--- config.mk ---
export PLATFORM = sky130hd
export DESIGN_NAME = rainbow_pixel_gen
export DESIGN_NICKNAME = d
export VERILOG_FILES = /design/src/rtl/rainbow_pkg.sv /design/src/rtl/rainbow_palette.sv /design/src/rtl/rainbow_pixel_gen.sv
export SDC_FILE = /design/constraint.sdc
export NUM_CORES = 1
export LEC_CHECK = 0
export ABC_AREA = 1
export BUFFER_PORTS_ARGS = -buffer_cell sky130_fd_sc_hd__buf_2
export CAP_MARGIN = 10
export CORE_ASPECT_RATIO = 0.9
export CORE_MARGIN = 1
export CORE_UTILIZATION = 59
export DETAILED_ROUTE_END_ITERATION = 10
export HOLD_SLACK_MARGIN = 0.15
export PLACE_DENSITY = 0.84
export SKIP_CTS_REPAIR_TIMING = 1
export SLEW_MARGIN = 0
export SYNTH_ARGS = -nofsm -noshare
export SYNTH_HDL_FRONTEND = slang
export SYNTH_SLANG_ARGS = --single-unit
--- constraint.sdc ---
create_clock -name CLK -period 2.5 [get_ports CLK]
set_clock_uncertainty 0.05 [all_clocks]
set_input_delay 0.625 -clock CLK [delete_from_list [all_inputs] [get_ports CLK]]
set_output_delay 0.625 -clock CLK [all_outputs]
set_load 0.05 [all_outputs]
--- src/rtl/rainbow_pkg.sv ---
// Shared constants, RGB565 palette colours and FSM encoding for the rainbow pixel generator.
package rainbow_pkg;

  localparam int unsigned H_RES_DEF  = 160;
  localparam int unsigned V_RES_DEF  = 80;
  localparam int unsigned BAND_W_DEF = 20;
  localparam int unsigned NUM_BANDS  = 8;
  localparam int unsigned BAND_IDX_W = $clog2(NUM_BANDS);
  localparam int unsigned RGB_W      = 16;

  localparam logic [RGB_W-1:0] RGB_RED    = 16'hF800;
  localparam logic [RGB_W-1:0] RGB_ORANGE = 16'hFC00;
  localparam logic [RGB_W-1:0] RGB_YELLOW = 16'hFFE0;
  localparam logic [RGB_W-1:0] RGB_GREEN  = 16'h07E0;
  localparam logic [RGB_W-1:0] RGB_CYAN   = 16'h07FF;
  localparam logic [RGB_W-1:0] RGB_BLUE   = 16'h001F;
  localparam logic [RGB_W-1:0] RGB_VIOLET = 16'h801F;
  localparam logic [RGB_W-1:0] RGB_WHITE  = 16'hFFFF;

  typedef enum logic [0:0] {
    ST_IDLE   = 1'b0,
    ST_STREAM = 1'b1
  } state_t;

endpackage

--- src/rtl/rainbow_palette.sv ---
// Combinational band index -> RGB565 colour lookup.
module rainbow_palette
  import rainbow_pkg::*;
(
  input  logic [BAND_IDX_W-1:0] idx,
  output logic [RGB_W-1:0]      rgb
);

  // Eight-entry rainbow table
  always_comb begin
    rgb = RGB_RED;
    case (idx)
      3'd0: rgb = RGB_RED;
      3'd1: rgb = RGB_ORANGE;
      3'd2: rgb = RGB_YELLOW;
      3'd3: rgb = RGB_GREEN;
      3'd4: rgb = RGB_CYAN;
      3'd5: rgb = RGB_BLUE;
      3'd6: rgb = RGB_VIOLET;
      3'd7: rgb = RGB_WHITE;
      default: rgb = RGB_RED;
    endcase
  end

endmodule

--- src/rtl/rainbow_pixel_gen.sv ---
// Streams one frame of scrolling rainbow bands per request over a valid/ready pixel port.
module rainbow_pixel_gen
  import rainbow_pkg::*;
#(
  parameter int unsigned H_RES  = H_RES_DEF,
  parameter int unsigned V_RES  = V_RES_DEF,
  parameter int unsigned BAND_W = BAND_W_DEF
) (
  input  logic             CLK,
  input  logic             RSTN,
  input  logic             FRAME_REQ,
  input  logic             PIX_READY,
  output logic             PIX_VALID,
  output logic [RGB_W-1:0] PIX_DATA,
  output logic             PIX_SOF,
  output logic             PIX_EOF,
  output logic             BUSY
);

  localparam int unsigned COL_W = (H_RES  > 1) ? $clog2(H_RES)  : 1;
  localparam int unsigned ROW_W = (V_RES  > 1) ? $clog2(V_RES)  : 1;
  localparam int unsigned SUB_W = (BAND_W > 1) ? $clog2(BAND_W) : 1;

  state_t                  state, state_nxt;
  logic [COL_W-1:0]        col, col_nxt;
  logic [ROW_W-1:0]        row, row_nxt;
  logic [BAND_IDX_W-1:0]   band, band_nxt;
  logic [SUB_W-1:0]        sub, sub_nxt;
  logic [BAND_IDX_W-1:0]   off_band, off_band_nxt;
  logic [SUB_W-1:0]        off_sub, off_sub_nxt;
  logic                    valid_nxt, sof_nxt, eof_nxt, busy_nxt;
  logic [RGB_W-1:0]        data_nxt, pal_rgb;
  logic                    load_pix, clear_pix;
  logic                    xfer, last_col, last_row, last_sub, last_off_sub;

  assign xfer         = PIX_VALID & PIX_READY;
  assign last_col     = (col == COL_W'(H_RES - 1));
  assign last_row     = (row == ROW_W'(V_RES - 1));
  assign last_sub     = (sub == SUB_W'(BAND_W - 1));
  assign last_off_sub = (off_sub == SUB_W'(BAND_W - 1));

  rainbow_palette u_palette (
    .idx (band_nxt),
    .rgb (pal_rgb)
  );

  // Next-state, pixel position and band tracking
  always_comb begin
    state_nxt    = state;
    col_nxt      = col;
    row_nxt      = row;
    band_nxt     = band;
    sub_nxt      = sub;
    off_band_nxt = off_band;
    off_sub_nxt  = off_sub;
    valid_nxt    = PIX_VALID;
    sof_nxt      = PIX_SOF;
    eof_nxt      = PIX_EOF;
    busy_nxt     = BUSY;
    load_pix     = 1'b0;
    clear_pix    = 1'b0;
    case (state)
      ST_IDLE: begin
        if (FRAME_REQ) begin
          state_nxt = ST_STREAM;
          col_nxt   = '0;
          row_nxt   = '0;
          band_nxt  = off_band;
          sub_nxt   = off_sub;
          valid_nxt = 1'b1;
          busy_nxt  = 1'b1;
          sof_nxt   = 1'b1;
          eof_nxt   = (H_RES == 1) && (V_RES == 1);
          load_pix  = 1'b1;
        end
      end
      ST_STREAM: begin
        if (xfer) begin
          sof_nxt = 1'b0;
          if (last_col && last_row) begin
            // Frame done: drop the stream and scroll the pattern by one pixel
            state_nxt = ST_IDLE;
            col_nxt   = '0;
            row_nxt   = '0;
            band_nxt  = '0;
            sub_nxt   = '0;
            valid_nxt = 1'b0;
            busy_nxt  = 1'b0;
            eof_nxt   = 1'b0;
            clear_pix = 1'b1;
            if (last_off_sub) begin
              off_sub_nxt  = '0;
              off_band_nxt = off_band + BAND_IDX_W'(1);
            end else begin
              off_sub_nxt = off_sub + SUB_W'(1);
            end
          end else if (last_col) begin
            col_nxt  = '0;
            row_nxt  = row + ROW_W'(1);
            band_nxt = off_band;
            sub_nxt  = off_sub;
            load_pix = 1'b1;
            eof_nxt  = (col_nxt == COL_W'(H_RES - 1)) && (row_nxt == ROW_W'(V_RES - 1));
          end else begin
            col_nxt = col + COL_W'(1);
            if (last_sub) begin
              sub_nxt  = '0;
              band_nxt = band + BAND_IDX_W'(1);
            end else begin
              sub_nxt = sub + SUB_W'(1);
            end
            load_pix = 1'b1;
            eof_nxt  = (col_nxt == COL_W'(H_RES - 1)) && last_row;
          end
        end
      end
      default: state_nxt = ST_IDLE;
    endcase
  end

  // Pixel colour follows the band of the next pixel; held while stalled
  always_comb begin
    data_nxt = PIX_DATA;
    if (clear_pix) begin
      data_nxt = '0;
    end else if (load_pix) begin
      data_nxt = pal_rgb;
    end
  end

  // State, counters, scroll offset and registered pixel outputs
  always_ff @(posedge CLK or negedge RSTN) begin
    if (!RSTN) begin
      state     <= ST_IDLE;
      col       <= '0;
      row       <= '0;
      band      <= '0;
      sub       <= '0;
      off_band  <= '0;
      off_sub   <= '0;
      PIX_VALID <= 1'b0;
      PIX_DATA  <= '0;
      PIX_SOF   <= 1'b0;
      PIX_EOF   <= 1'b0;
      BUSY      <= 1'b0;
    end else begin
      state     <= state_nxt;
      col       <= col_nxt;
      row       <= row_nxt;
      band      <= band_nxt;
      sub       <= sub_nxt;
      off_band  <= off_band_nxt;
      off_sub   <= off_sub_nxt;
      PIX_VALID <= valid_nxt;
      PIX_DATA  <= data_nxt;
      PIX_SOF   <= sof_nxt;
      PIX_EOF   <= eof_nxt;
      BUSY      <= busy_nxt;
    end
  end

endmodule

==> impl_metrics.prom <==
# TYPE chip_impl_metric gauge
chip_impl_info{name="status",value="complete, no violations"} 1
chip_impl_metric{name="cts.sink_count",unit=""} 40
chip_impl_metric{name="required",unit="ps"} 2630
chip_impl_info{name="critPathSlowestCell",value="sky130_fd_sc_hd__dfrtp_1"} 1
chip_impl_metric{name="detail_route.vias_per_cell",unit=""} 5.47
chip_impl_info{name="cts_tree",value="yes"} 1
chip_impl_metric{name="synth-adder-area-share",unit=""} 0.0522
chip_impl_metric{name="ys_seq_elements",unit=""} 40
chip_impl_metric{name="netlist_instances",unit=""} 299
chip_impl_metric{name="starting_density",unit=""} 0.629
chip_impl_metric{name="clk_pin_slew_worst_paths",unit="ps"} 80
chip_impl_metric{name="synthSimpleGateAreaFrac",unit=""} 0.281
chip_impl_metric{name="antenna_cells",unit=""} 0
chip_impl_metric{name="die_w",unit="µm"} 69.2
chip_impl_metric{name="drc_errors",unit=""} 0
chip_impl_metric{name="leakage",unit="nW"} 1.42
chip_impl_metric{name="vias",unit=""} 2003
chip_impl_metric{name="post_syn_area_per_cell",unit="µm²"} 8.01
chip_impl_metric{name="worst-endpoint-arrival",unit="ps"} 2370
chip_impl_metric{name="final_nets",unit=""} 333
chip_impl_info{name="cts_root_buf",value="sky130_fd_sc_hd__clkbuf_8"} 1
chip_impl_metric{name="worst_skew_pair_later_pin_latency",unit="ps"} 290
chip_impl_info{name="timing.critical_path.cells",value="ha_1, nand2_1, nor2_2, nand3_2, nor2_1, nor2_1, nand3_1, o211ai_1, nand3_1, inv_1, ha_1, nand3_1, nand3_1, nand2_1"} 1
chip_impl_metric{name="ctsHtreeMaxLevel",unit=""} 2
chip_impl_info{name="rsz_0062_raised_after_global_routing",value="no"} 1
chip_impl_metric{name="dieArea",unit="µm²"} 4320
chip_impl_metric{name="max_cap_violations",unit=""} 0
chip_impl_metric{name="dr.pass1.iters",unit=""} 5
chip_impl_metric{name="area_delta_synth_final",unit="%"} 9.40
chip_impl_metric{name="min_period_over_period",unit=""} 0.896
chip_impl_metric{name="gpl.final_weighted_congestion",unit=""} 0.923
chip_impl_info{name="startpoint_type",value="flop"} 1
chip_impl_metric{name="grt_antenna_before_repair",unit=""} 0
chip_impl_metric{name="cts-buffers-inserted",unit=""} 5
chip_impl_metric{name="synth.yosys.warnings",unit=""} 0
chip_impl_metric{name="synth.yosys.seq_area_share",unit=""} 0.418
chip_impl_metric{name="maxSlewViolCount",unit=""} 0
chip_impl_metric{name="post_synth_mux_area_share",unit=""} 0.00418
chip_impl_metric{name="timing.critical_path.slowest_cell_delay",unit="ps"} 400
chip_impl_metric{name="drt-initial-drc-count",unit=""} 177
chip_impl_metric{name="synth.lib_cells_used.distinct",unit=""} 35
chip_impl_metric{name="grt_max_degree",unit=""} 18
chip_impl_info{name="synthFlopType",value="sky130_fd_sc_hd__dfrtp_1"} 1
chip_impl_metric{name="power_density",unit="nW/µm²"} 972
chip_impl_metric{name="place_hpwl",unit="µm"} 3690
chip_impl_info{name="largest_family_of_logic_cells_by_synthesized_area",value="simple AND/OR/NAND/NOR gates"} 1
chip_impl_metric{name="timing.slew.headroom",unit=""} 0.653
chip_impl_metric{name="grt_pass1_wl",unit="µm"} 9030
chip_impl_metric{name="top_level_ports",unit=""} 24
chip_impl_metric{name="clk_path_buf_depth",unit=""} 2
chip_impl_metric{name="synth_xor_area_frac",unit=""} 0.0402
chip_impl_metric{name="finish.utilization",unit=""} 0.688
chip_impl_info{name="most_repeated_library_cell_on_the_critical_path",value="sky130_fd_sc_hd__nand3_1"} 1
chip_impl_metric{name="synth_async_sr_flop_share",unit=""} 1.00
chip_impl_metric{name="placementRows",unit=""} 21
chip_impl_metric{name="synth_fp_nets",unit=""} 313
chip_impl_metric{name="largest_voltage_drop_on_the_vdd_net",unit="mV"} 0.454
chip_impl_metric{name="synth_edf_count",unit=""} 0
chip_impl_metric{name="register_area",unit="µm²"} 1000
chip_impl_metric{name="port-buffer-count",unit=""} 23
chip_impl_metric{name="grt_overflow_total",unit=""} 0
chip_impl_metric{name="coreArea",unit="µm²"} 3810
chip_impl_metric{name="dieHeight",unit="µm"} 62.5
chip_impl_info{name="class_of_the_tightest_hold_or_removal_check",value="input port to asynchronous set/reset pin"} 1
chip_impl_info{name="timing_worst_setup_path_type",value="flop to flop"} 1
chip_impl_metric{name="grt_pass1_vias",unit=""} 1958
chip_impl_metric{name="multi_input_area",unit="µm²"} 1140
chip_impl_metric{name="totalNegativeSetupSlack",unit="ps"} 0
chip_impl_metric{name="wire_length_reported_by_the_detailed_router",unit="µm"} 4930
chip_impl_metric{name="layout-drive-gt1-share",unit=""} 0.172
chip_impl_metric{name="synth_compound_gate_area_share",unit=""} 0.0987
chip_impl_metric{name="final-hold-violation-count",unit=""} 0
chip_impl_metric{name="tightestPinTransition",unit="ps"} 516
chip_impl_metric{name="critical_path.max_fanout",unit=""} 6
chip_impl_info{name="cp-end-kind",value="flop"} 1
chip_impl_metric{name="antenna_violating_nets_post_route",unit=""} 0
chip_impl_metric{name="synthesized_cell_area",unit="µm²"} 2400
chip_impl_metric{name="finalSetupViolCount",unit=""} 0
chip_impl_metric{name="fin_crit",unit="ps"} 2240
chip_impl_metric{name="fillCellCount",unit=""} 299
chip_impl_metric{name="maxClockFrequency",unit="MHz"} 446
chip_impl_metric{name="per_cell_routed_wire_length",unit="µm"} 13.5
chip_impl_metric{name="grt_usage",unit=""} 0.261
-- flip-flops by register name, summed over array words and instances (netlist names) --
name / cells
off_sub: 5
PIX_EOF: 1
band: 3
col: 8
PIX_SOF: 1
BUSY: 1
state: 1
row: 7
sub: 5
PIX_DATA: 5
off_band: 3
-- power breakdown --
part	leakage (nW)	switching (mW)	internal [mW]
clock network	0.0645	0.221	0.352
registers	0.472	0.149	0.789
logic	0.880	0.744	0.293
total	1.42	1.11	1.43
-- cells in the mapped netlist, types with 3 or more instances --
library cell	instances	area, µm²
sky130_fd_sc_hd__a21oi_1	11	55.1
sky130_fd_sc_hd__buf_4	12	90.1
sky130_fd_sc_hd__dfrtp_1	40	1000
sky130_fd_sc_hd__ha_1	10	125
sky130_fd_sc_hd__inv_1	34	128
sky130_fd_sc_hd__inv_2	3	11.3
sky130_fd_sc_hd__nand2_1	73	274
sky130_fd_sc_hd__nand2_2	3	18.8
sky130_fd_sc_hd__nand3_1	26	130
sky130_fd_sc_hd__nand3_2	4	40.0
sky130_fd_sc_hd__nand4_1	3	18.8
sky130_fd_sc_hd__nor2_1	17	63.8
sky130_fd_sc_hd__nor2_2	4	25.0
sky130_fd_sc_hd__nor3_1	3	15.0
sky130_fd_sc_hd__nor4_1	3	18.8
sky130_fd_sc_hd__o21ai_0	18	90.1
sky130_fd_sc_hd__o22ai_1	4	25.0
sky130_fd_sc_hd__xor2_1	9	78.8
-- cell usage in the layout (no fill, tap or decap), types with 2 or more instances in the layout --
cell                       Yosys  routed
sky130_fd_sc_hd__a21oi_1      11      11
sky130_fd_sc_hd__a22oi_1       2       2
sky130_fd_sc_hd__buf_2         2      23
sky130_fd_sc_hd__buf_4        12       5
sky130_fd_sc_hd__clkbuf_8      0       7
sky130_fd_sc_hd__dfrtp_1      40      40
sky130_fd_sc_hd__ha_1         10      10
sky130_fd_sc_hd__inv_1        34      34
sky130_fd_sc_hd__inv_2         3       3
sky130_fd_sc_hd__nand2_1      73      73
sky130_fd_sc_hd__nand2_2       3       3
sky130_fd_sc_hd__nand3_1      26      26
sky130_fd_sc_hd__nand3_2       4       4
sky130_fd_sc_hd__nand4_1       3       3
sky130_fd_sc_hd__nor2_1       17      17
sky130_fd_sc_hd__nor2_2        4       4
sky130_fd_sc_hd__nor3_1        3       3
sky130_fd_sc_hd__nor4_1        3       3
sky130_fd_sc_hd__o211ai_1      2       2
sky130_fd_sc_hd__o21ai_0      18      18
sky130_fd_sc_hd__o21ai_1       2       2
sky130_fd_sc_hd__o22ai_1       4       4
sky130_fd_sc_hd__xnor2_1       2       2
sky130_fd_sc_hd__xor2_1        9       9
-- final timing paths --
kind / startpoint / depth (start not counted) / endpoint / slack [ps]
max in group asynchronous: RSTN / 2 / col[6]$_DFFE_PN0P_ / 1750
min in group CLK: PIX_EOF$_DFFE_PN0P_ / 2 / PIX_EOF$_DFFE_PN0P_ / 440
hold / removal: RSTN / 1 / col[2]$_DFFE_PN0P_ / 150
setup / recovery: col[1]$_DFFE_PN0P_ / 14 / PIX_DATA[9]$_DFFE_PN0P_ / 260
hold reg to reg: PIX_EOF$_DFFE_PN0P_ / 2 / PIX_EOF$_DFFE_PN0P_ / 440
setup reg to reg: col[1]$_DFFE_PN0P_ / 14 / PIX_DATA[9]$_DFFE_PN0P_ / 260
-- area by class of cell --
type	count	area share
Multi-Input combinational cell	206	0.435
Sequential cell	40	0.382
Timing Repair Buffer	28	0.0582
Inverter	38	0.0544
Clock buffer	7	0.0368
Tap cell	46	0.0220
Clock inverter	1	0.0115
-- layer usage --
metal  part of all wire  GRT usage  vias to the layer above  wire length [µm]
met2               0.44      0.399                       74              2190
li1                   -          -                      999                 -
met5                  0          0                        -                 0
met1               0.48      0.387                      924              2350
met4              0.010     0.0612                        0                51
met3              0.068     0.0484                        6               333
-- metrics by stage --
step | setup slack (ps) | total power, mW | area, µm² | cells | hold WS (ps)
after floorplan | 543 | 1.83 | 2400 | 299 | 279
after global placement | 399 | 1.95 | 2490 | 358 | 409
after detailed placement | 297 | 1.97 | 2490 | 358 | 419
after CTS | 279 | 2.55 | 2620 | 366 | 155
after global routing | 13.6 | 2.71 | 2620 | 366 | 158
final | 259 | 2.55 | 2620 | 366 | 149
-- critical path: cells and delay by family (launching register included) --
kind                     cells  cell delay [ps]
AND/OR/NAND/NOR             10             1020
adder cells (fa/ha/maj)      2              510
AO/OA/AOI/OAI                1               80
flip-flops                   1              400
buffers and inverters        1               80
-- cells by family (layout without fill, tap and decap cells) --
group,Yosys count,in the layout
XOR/XNOR,11,11
adder cells (fa/ha/maj),10,10
buffers and inverters,53,74
flip-flops,40,40
AO/OA/AOI/OAI,41,41
multiplexers,1,1
AND/OR/NAND/NOR,143,143
No activity file was read; power rests on OpenSTA's default activity.
